--- config.mk ---
export PLATFORM = sky130hd
export DESIGN_NAME = pc_sequencer
export DESIGN_NICKNAME = d
export VERILOG_FILES = /design/src/rtl/pc_seq_pkg.sv /design/src/rtl/fetch_buf.sv /design/src/rtl/pc_sequencer.sv
export SDC_FILE = /design/constraint.sdc
export NUM_CORES = 1
export LEC_CHECK = 0
export BUFFER_PORTS_ARGS = -buffer_cell sky130_fd_sc_hd__buf_2
export CAP_MARGIN = 25
export CORE_UTILIZATION = 55
export DETAILED_ROUTE_END_ITERATION = 12
export PLACE_DENSITY = 0.81
export SETUP_SLACK_MARGIN = 0.2
export SYNTH_ARGS = -nofsm -noshare
export SYNTH_HDL_FRONTEND = slang
export SYNTH_SLANG_ARGS = --single-unit
--- constraint.sdc ---
create_clock -name clk_i -period 7.9 [get_ports clk_i]
set_clock_uncertainty 0.15 [all_clocks]
set_input_delay 0.395 -clock clk_i [delete_from_list [all_inputs] [get_ports clk_i]]
set_output_delay 0.395 -clock clk_i [all_outputs]
set_load 0.1 [all_outputs]
--- src/rtl/pc_seq_pkg.sv ---
// Shared types and helpers for the fetch-side PC sequencer.
// Holds the FSM state encoding, PC step and alignment check.
package pc_seq_pkg;

    typedef enum logic [2:0] {
        IDLE,
        REQ,
        WAIT,
        HOLD,
        HALT
    } pcs_state_e;

    localparam int unsigned INST_WIDTH = 32;
    localparam int unsigned PC_STEP    = 4;

    function automatic logic is_aligned(input logic [1:0] pc_lo);
        return pc_lo == 2'b00;
    endfunction

endpackage

--- src/rtl/fetch_buf.sv ---
// One-entry holding register for a fetched instruction and its PC.
// Flush wins over load; contents stay frozen until the next load.
module fetch_buf #(
    parameter int unsigned DATA_WIDTH = 64,
    parameter int unsigned INST_WIDTH = 32
) (
    input  logic                  clk_i,
    input  logic                  rst_i,
    input  logic                  load_i,
    input  logic [INST_WIDTH-1:0] inst_i,
    input  logic [DATA_WIDTH-1:0] pc_i,
    input  logic                  flush_i,
    input  logic                  ready_i,
    output logic                  valid_o,
    output logic [INST_WIDTH-1:0] inst_o,
    output logic [DATA_WIDTH-1:0] pc_o
);

    logic                  valid_q, valid_d;
    logic [INST_WIDTH-1:0] inst_q, inst_d;
    logic [DATA_WIDTH-1:0] pc_q, pc_d;

    always_comb begin
        valid_d = valid_q;
        inst_d  = inst_q;
        pc_d    = pc_q;
        if (flush_i) begin
            valid_d = 1'b0;
        end else if (load_i) begin
            valid_d = 1'b1;
            inst_d  = inst_i;
            pc_d    = pc_i;
        end else if (ready_i) begin
            valid_d = 1'b0;
        end
    end

    always_ff @(posedge clk_i or posedge rst_i) begin
        if (rst_i) begin
            valid_q <= 1'b0;
            inst_q  <= '0;
            pc_q    <= '0;
        end else begin
            valid_q <= valid_d;
            inst_q  <= inst_d;
            pc_q    <= pc_d;
        end
    end

    assign valid_o = valid_q;
    assign inst_o  = inst_q;
    assign pc_o    = pc_q;

endmodule

--- src/rtl/pc_sequencer.sv ---
// Fetch PC controller: one outstanding imem request, one buffered
// instruction, redirects from execute with stale-response kill.
module pc_sequencer
    import pc_seq_pkg::*;
#(
    parameter int unsigned DATA_WIDTH = 64,
    parameter int unsigned INST_WIDTH = 32,
    parameter logic [DATA_WIDTH-1:0] RESET_PC = DATA_WIDTH'(64'h8000_0000)
) (
    input  logic                  clk_i,
    input  logic                  rst_i,
    input  logic                  redir_valid_i,
    input  logic [DATA_WIDTH-1:0] redir_pc_i,
    output logic                  imem_req_valid_o,
    output logic [DATA_WIDTH-1:0] imem_req_addr_o,
    input  logic                  imem_req_ready_i,
    input  logic                  imem_rsp_valid_i,
    input  logic [INST_WIDTH-1:0] imem_rsp_data_i,
    output logic                  inst_valid_o,
    output logic [INST_WIDTH-1:0] inst_o,
    output logic [DATA_WIDTH-1:0] inst_pc_o,
    input  logic                  inst_ready_i,
    output logic                  misalign_o
);

    pcs_state_e            state_q, state_d;
    logic [DATA_WIDTH-1:0] pc_q, pc_d;
    logic [DATA_WIDTH-1:0] pend_q, pend_d;
    logic                  kill_q, kill_d;
    logic                  halt_pend_q, halt_pend_d;
    logic                  mis_q, mis_d;
    logic                  rst_seen_q, rst_seen_d;

    logic aligned, redir_ok, redir_bad, hs, rsp;
    logic buf_load, buf_flush;

    assign aligned   = is_aligned(redir_pc_i[1:0]);
    assign redir_ok  = redir_valid_i & aligned;
    assign redir_bad = redir_valid_i & ~aligned;
    assign hs        = (state_q == REQ) & imem_req_ready_i;
    // Responses to requests issued before reset never count.
    assign rsp       = imem_rsp_valid_i & ~rst_seen_q;

    always_comb begin
        state_d     = state_q;
        pc_d        = pc_q;
        pend_d      = pend_q;
        kill_d      = kill_q;
        halt_pend_d = halt_pend_q;
        mis_d       = redir_bad;
        rst_seen_d  = rst_seen_q & ~(hs | imem_rsp_valid_i);
        buf_load    = 1'b0;
        buf_flush   = redir_valid_i;
        unique case (state_q)
            REQ: begin
                if (redir_valid_i) begin
                    kill_d      = 1'b1;
                    halt_pend_d = redir_bad;
                    if (redir_ok) pend_d = redir_pc_i;
                end
                if (hs) state_d = WAIT;
            end
            WAIT: begin
                if (rsp && (redir_valid_i || kill_q)) begin
                    kill_d      = 1'b0;
                    halt_pend_d = 1'b0;
                    if (redir_ok) begin
                        pc_d    = redir_pc_i;
                        state_d = REQ;
                    end else if (redir_bad || halt_pend_q) begin
                        state_d = HALT;
                    end else begin
                        pc_d    = pend_q;
                        state_d = REQ;
                    end
                end else if (rsp) begin
                    buf_load = 1'b1;
                    pc_d     = pc_q + DATA_WIDTH'(PC_STEP);
                    state_d  = HOLD;
                end else if (redir_valid_i) begin
                    kill_d      = 1'b1;
                    halt_pend_d = redir_bad;
                    if (redir_ok) pend_d = redir_pc_i;
                end
            end
            IDLE, HOLD, HALT: begin
                if (redir_ok) begin
                    pc_d        = redir_pc_i;
                    halt_pend_d = 1'b0;
                    state_d     = REQ;
                end else if (redir_bad) begin
                    state_d = HALT;
                end else if (state_q == IDLE) begin
                    state_d = REQ;
                end else if (state_q == HOLD && inst_ready_i) begin
                    state_d = REQ;
                end
            end
            default: state_d = IDLE;
        endcase
    end

    always_ff @(posedge clk_i or posedge rst_i) begin
        if (rst_i) begin
            state_q     <= IDLE;
            pc_q        <= RESET_PC;
            pend_q      <= '0;
            kill_q      <= 1'b0;
            halt_pend_q <= 1'b0;
            mis_q       <= 1'b0;
            rst_seen_q  <= 1'b1;
        end else begin
            state_q     <= state_d;
            pc_q        <= pc_d;
            pend_q      <= pend_d;
            kill_q      <= kill_d;
            halt_pend_q <= halt_pend_d;
            mis_q       <= mis_d;
            rst_seen_q  <= rst_seen_d;
        end
    end

    fetch_buf #(
        .DATA_WIDTH(DATA_WIDTH),
        .INST_WIDTH(INST_WIDTH)
    ) u_buf (
        .clk_i  (clk_i),
        .rst_i  (rst_i),
        .load_i (buf_load),
        .inst_i (imem_rsp_data_i),
        .pc_i   (pc_q),
        .flush_i(buf_flush),
        .ready_i(inst_ready_i),
        .valid_o(inst_valid_o),
        .inst_o (inst_o),
        .pc_o   (inst_pc_o)
    );

    assign imem_req_valid_o = (state_q == REQ);
    assign imem_req_addr_o  = pc_q;
    assign misalign_o       = mis_q;

endmodule

==> summary.txt, run 1 <==
Status
  • Outcome: completed

Yosys
  • XOR/XNOR Fraction of Synth Area: 0%
  • Register area share after synthesis: 49.8%
  • Mapped Cells: 1,053
  • Syn nets: 1,156
  • Ys Warns: 0
  • Post-synthesis mux area share: between 10% and 20%
  • Top cells by area, synth: dfrtp_1 (49%), mux2_2 (15%), o21ai_0 (2.5%)
  • Synth Area in Adders: less than 1%
  • Synth Register Bits: 232
  • Synth Area in Compound Gates: roughly 16%
  • Post-synth top area cell: dfrtp_1
  • Simple-gate area share of the yosys netlist: 14.9%
  • Top-count cell post-synth: dfrtp_1
  • Main synth FF type: dfrtp_1
  • Synth Area per Inst: 11.1 um^2
  • FFs w/ async S/R, synth: 100%
  • Top cell type's share of synthesized area: 49.3%
  • Cell area after synthesis: roughly 12,000 um^2
  • Distinct cells, synth: 77
  • EDFF count, synth: 0
  • Most instantiated cells after synthesis: dfrtp_1 (230), mux2_2 (158), nand2_1 (61)
  • Largest family of logic cells by synthesized area: compound AO/OA/AOI/OAI gates

Clock tree
  • H-Tree Depth: 1
  • CTS buffer count: 26
  • TritonCTS clock tree: done
  • Root Buffer: clkbuf_16
  • Clk buf depth: 3
  • Later-pin clock latency in the skew report: 0.53 ns
  • Clock-pin transition on the worst setup and hold timing paths: roughly 0.060 ns
  • Clk sinks: 232
  • Cts repair resizes: 0

Timing
  • Number of max-slew violations in the final report: 0
  • Tightest Pin Transition: approximately 1 ns
  • Setup Viol. Count Final: 0
  • Period utilisation layout: 40.6%
  • Max Fclk: about 310 MHz
  • Setup TNS: 0 ns
  • Fin crit period: 3.20 ns
  • Slew headroom: between 30% and 40%
  • RSZ-0062 raised after global routing: no
  • Final count of hold timing violations: 0

Job
  • Number of max-cap violations: 0

Setup path
  • Top delay family on crit path: simple AND/OR/NAND/NOR gates
  • Crit-path cells: or2_2, a2111o_1, nand2_2, buf_4, o21ai_0, a22o_2
  • CP arrival: about 3.5 ns
  • Crit-path max cell delay: 0.57 ns
  • WP buf/inv: 1
  • CP endpoint kind: flip-flop
  • Setup crit start kind: flip-flop
  • Worst path slowest cell: nand2_2
  • Worst Path Required: around 8.2 ns
  • CP Max Fanout: 34
  • CP Class: reg -> reg

Finish
  • Share of cells above drive strength 1: 37.0%
  • Multi-input gate area: 5510 um^2
  • Reg area: 5810 um^2
  • Nets: 1,474
  • ANT cells: 0
  • Layout fillers: roughly 1,500
  • Layout Area Growth over Synthesis: 28.1%

Place
  • GP Congestion: 0.916
  • Port bufs: 264
  • Detailed Place HPWL: roughly 22,000 um

Drt
  • Routed vias: around 11,000
  • DR vias/cell: approximately 6.4
  • Final WL: 35,200 um
  • DR iter-0 viols: 1,152
  • Avg WL per Cell: 21.2 um
  • Antenna Violating Nets Remaining: 0
  • Detailed Routing Iterations Pass 1: 6
  • Residual DRC: 0

GRT
  • Grt total ovfl: 0
  • Largest net degree at the start of global routing: 152
  • Global-route wire length before repair: between 50,000 and 60,000 um
  • GR Util All Layers: between 30% and 40%
  • Number of global-route vias before repair: between 10,000 and 15,000
  • Initial antenna violation count: 0

Floorplan
  • Die Wd: 148 um
  • Die area: 21,800 um^2
  • Die Y-Extent: 148 um
  • CORE AREA: around 20,000 um^2
  • Num ports: 265
  • Num rows: 52
  • Initial Utilization: between 50% and 60%

Min path
  • Worst hold path class: in -> reg
-- layout by cell type, fill, tap and decap left out, drive strengths merged, types with 5 or more instances in the layout --
cell type,netlist,final
nand2,61,61
a32oi,32,32
nand3,31,31
nand4,43,43
o41ai,8,8
clkinv,0,5
a21o,5,5
dlygate4sd3,0,91
o31a,9,9
buf,23,281
nor4,21,21
or3,8,8
a22o,15,15
clkbuf,59,36
o22ai,9,9
a32o,11,11
and3,16,16
inv,15,15
o21ai,59,59
clkinvlp,0,7
o2bb2ai,8,8
a211oi,5,5
nor2,44,44
nor3,21,21
nand2b,6,6
o211ai,11,11
or4,7,7
and2,13,13
a221oi,12,12
dfrtp,230,230
a21oi,25,25
and4,12,12
mux2i,7,7
a31oi,7,7
or2,7,7
mux2,158,158
-- stage by stage --
step	utilization [%]	setup slack (ns)	std cells	instance area, um^2	hold slack, ns
2_1_floorplan	-	0.997	1053	11700	0.281
3_3_place_gp	64.2	4.77	1520	13200	0.320
3_5_place_dp	64.2	4.73	1520	13200	0.329
5_1_grt	72.9	4.57	1661	14900	0.000735
4_1_cts	72.6	4.77	1658	14900	0.00248
6_report	72.9	4.70	1661	14900	0.00251
-- logic make-up after synthesis --
| family | Yosys count |
|---|---|
| AO/OA/AOI/OAI | 253 |
| adder cells (fa/ha/maj) | 1 |
| buffers and inverters | 97 |
| flip-flops | 232 |
| multiplexers | 165 |
| AND/OR/NAND/NOR | 305 |
-- flip-flops by register name, indices dropped and copies added, names as in the netlist --
signal	cells
halt_pend_q	1
imem_req_addr_o	64
kill_q	1
misalign_o	1
pend_q	64
rst_seen_q	1
state_q	3
u_buf.inst_o	32
u_buf.pc_o	64
u_buf.valid_o	1
-- area by class of cell --
cell class,count,area share [%]
clock inverters,12,0.544
multi-input cells,724,36.8
clock buffers,36,5.01
flip-flops and latches,232,38.9
well taps,270,2.26
repair buffers,372,16.1
inverters,15,0.427
-- layer usage --
metal	vias up	global-route usage (%)	wire length [um]
li1	4719	-	-
met1	5201	43.5	14200
met2	606	52.5	16700
met3	99	5.09	3050
met4	0	10.3	1170
met5	-	0	0
-- what timing repair did --
action	CTS	global route
buffers inserted	0	0
hold buffers	90	1
hold endpoints to repair	90	70
setup endpoints to repair	0	0
-- worst paths after layout --
check,slack [ns],depth (start not counted),end,start
max,4.70,6,imem_req_addr_o[33],state_q[0]
max reg2reg,4.70,6,imem_req_addr_o[33],state_q[0]
min reg2reg,0.34,1,u_buf.valid_o,u_buf.valid_o
min in group asynchronous,0.31,3,u_buf.inst_o[4],rst_i
min,0.003,2,pend_q[24],redir_pc_i[24]
max in group asynchronous,5.85,6,imem_req_addr_o[24],rst_i
Power of run 1 is not shown: default switching activity piles up to over one toggle a cycle in this logic, so the estimate is an artifact.
==> run 2, diff against run 1 <==
--- a/config.mk
+++ b/config.mk
@@ -7,9 +7,9 @@
 export LEC_CHECK = 0
 export BUFFER_PORTS_ARGS = -buffer_cell sky130_fd_sc_hd__buf_2
 export CAP_MARGIN = 25
-export CORE_UTILIZATION = 55
+export CORE_UTILIZATION = 49
 export DETAILED_ROUTE_END_ITERATION = 12
-export PLACE_DENSITY = 0.81
+export PLACE_DENSITY = 0.76
 export SETUP_SLACK_MARGIN = 0.2
 export SYNTH_ARGS = -nofsm -noshare
 export SYNTH_HDL_FRONTEND = slang
==> constraint.sdc (replaced) <==
create_clock -name clk_i -period 2.8 [get_ports clk_i]
set_clock_uncertainty 0.15 [all_clocks]
set_input_delay 0.14 -clock clk_i [delete_from_list [all_inputs] [get_ports clk_i]]
set_output_delay 0.14 -clock clk_i [all_outputs]
set_load 0.1 [all_outputs]
==> summary.txt, run 2 (synthesized netlist as in run 1, its figures left out) <==
GRT
  • Number of global-route vias before repair: 10,500 (was 10,400)
  • Largest net degree at the start of global routing: 82 (was 152)
  • GR Util All Layers: 29.6% (was 31.9%)
  • Grt total ovfl: 0 (unchanged)
  • Global-route wire length before repair: 57,400 um (was 55,700 um)
  • Initial antenna violation count: 0 (unchanged)

Setup path
  • Worst path slowest cell: or4_4 (was nand2_2)
  • CP arrival: 2.81 ns (was 3.46 ns)
  • Crit-path max cell delay: 0.62 ns (was 0.57 ns)
  • CP endpoint kind: flip-flop (unchanged)
  • Crit path from: imem_req_addr_o[23] (was state_q[0])
  • CP Max Fanout: 9 (was 34)
  • CP Class: reg -> reg (unchanged)
  • Setup crit start kind: flip-flop (unchanged)
  • Crit-path cells: nand3_2, or4_4, or3_4, o41ai_1, a22o_1 (was or2_2, a2111o_1, nand2_2, buf_4, o21ai_0, a22o_2)
  • Worst Path Required: 3.11 ns (was 8.16 ns)
  • R2r startpoint: imem_req_addr_o[23] (was state_q[0])

Floorplan
  • Initial Utilization: 49.9% (was 56.9%)
  • Die Wd: 156 um (was 148 um)
  • Die Y-Extent: 156 um (was 148 um)
  • CORE AREA: 23,400 um^2 (was 20,500 um^2)
  • Num rows: 56 (was 52)
  • Die area: 24,400 um^2 (was 21,800 um^2)
  • Num ports: 265 (unchanged)

Job
  • Number of max-cap violations: 0 (unchanged)

Clock tree
  • Clk buf depth: 3 (unchanged)
  • Clk sinks: 232 (unchanged)
  • Root Buffer: clkbuf_16 (unchanged)
  • Clock-pin transition on the worst setup and hold timing paths: 0.06 ns (about the same)
  • TritonCTS clock tree: done (unchanged)
  • Later-pin clock latency in the skew report: 0.53 ns (about the same)
  • CTS buffer count: 26 (unchanged)
  • H-Tree Depth: 1 (unchanged)

Drt
  • DR iter-0 viols: 940 (was 1,152)
  • DR vias/cell: 6.10 (was 6.40)
  • Routed vias: 10,700 (was 10,600)
  • Final WL: 36,300 um (was 35,200 um)
  • Avg WL per Cell: 20.6 um (was 21.2 um)
  • Antenna Violating Nets Remaining: 0 (unchanged)
  • Residual DRC: 0 (unchanged)
  • Detailed Routing Iterations Pass 1: 5 (was 6)

Timing
  • RSZ-0062 raised after global routing: yes (was no)
  • Final count of hold timing violations: 0 (unchanged)
  • Slew headroom: 51.7% (was 30.8%)
  • Tightest Pin Transition: 0.721 ns (was 1.03 ns)
  • Max Fclk: 400 MHz (was 312 MHz)
  • Fin crit period: 2.50 ns (was 3.20 ns)
  • Setup TNS: 0 ns (unchanged)
  • Number of max-slew violations in the final report: 0 (unchanged)
  • Period utilisation layout: 89.2% (was 40.6%)
  • Setup Viol. Count Final: 0 (unchanged)

Finish
  • Share of cells above drive strength 1: 38.7% (was 37.0%)
  • Most frequent cells in the layout: buf_2 (264), dfrtp_1 (226), mux2_2 (158) (was buf_2 (264), dfrtp_1 (230), mux2_2 (158))
  • Most common cell after layout, fill and taps aside: buf_2 (unchanged)
  • Post-route core utilization: 66.6% (was 72.9%)
  • Non-Filler Instances: 1,760 (was 1,661)
  • Layout Area Growth over Synthesis: 33.5% (was 28.1%)
  • Nets: 1,528 (was 1,474)
  • ANT cells: 0 (unchanged)

Place
  • GP Congestion: 0.989 (was 0.916)
  • Port bufs: 264 (unchanged)
  • Post-Place Cells: 1,610 (was 1,520)
  • Detailed Place HPWL: 24,100 um (was 22,300 um)

Status
  • Outcome: completed (unchanged)

Min path
  • Worst hold path class: in -> async (was in -> reg)
[run 2: worst paths after layout]
check | slack (ns) | cells past startpoint | endpoint
max reg2reg | 0.30 | 5 | imem_req_addr_o[42]
min reg2reg | 0.35 | 1 | pend_q[0]
max | 0.30 | 5 | imem_req_addr_o[42]
min in group clk_i | 0.20 | 3 | rst_seen_q
max in group asynchronous | 1.54 | 4 | u_buf.pc_o[43]
min | 0.03 | 3 | u_buf.inst_o[23]
[run 2: repair_timing]
| item | CTS | global route |
|---|---|---|
| endpoints found under the setup margin | 1 | 12 |
| buffers inserted | 0 | 3 |
| hold buffers | 102 | 0 |
| resized for setup | 1 | 7 |
| hold endpoints to repair | 349 | 0 |
| pin swaps | 0 | 2 |
[run 2: layer usage]
layer	wire length, um	up-vias	global-route usage (%)	share of wire, %
li1	-	4843	-	-
met4	1030	0	10.3	2.8
met3	2870	70	4.74	7.9
met5	0	-	0	0
met1	15400	5308	40.6	42
met2	17000	508	47.6	47
[run 2: area by class of cell]
cell class	count	area, um^2
timing repair buffer	426	2950
sequential	232	5810
clock buffer	41	788
tap	319	399
multi-input combinational	724	5530
clock inverter	3	42.5
inverter	15	60.1
fill	1808	7820
[run 2: critical path, delay by kind of cell (launching register included)]
family,cells,cell delay (ns)
and+or+nand+nor,3,1.25
AOI/OAI and AO/OA,2,0.53
DFF,1,0.50
[run 2: metrics by stage]
stage | cell area, um^2 | setup slack [ns] | hold slack, ns
after detailed placement | 13700 | 0.216 | 0.0167
final | 15600 | 0.301 | 0.0250
after global routing | 15600 | 0.156 | 0.0494
after CTS | 15500 | 0.249 | 0.00667
after global placement | 13700 | 0.221 | 0.00870
after floorplan | 11700 | -0.524 | 0.0260
Power of run 2 is left out for the same reason.
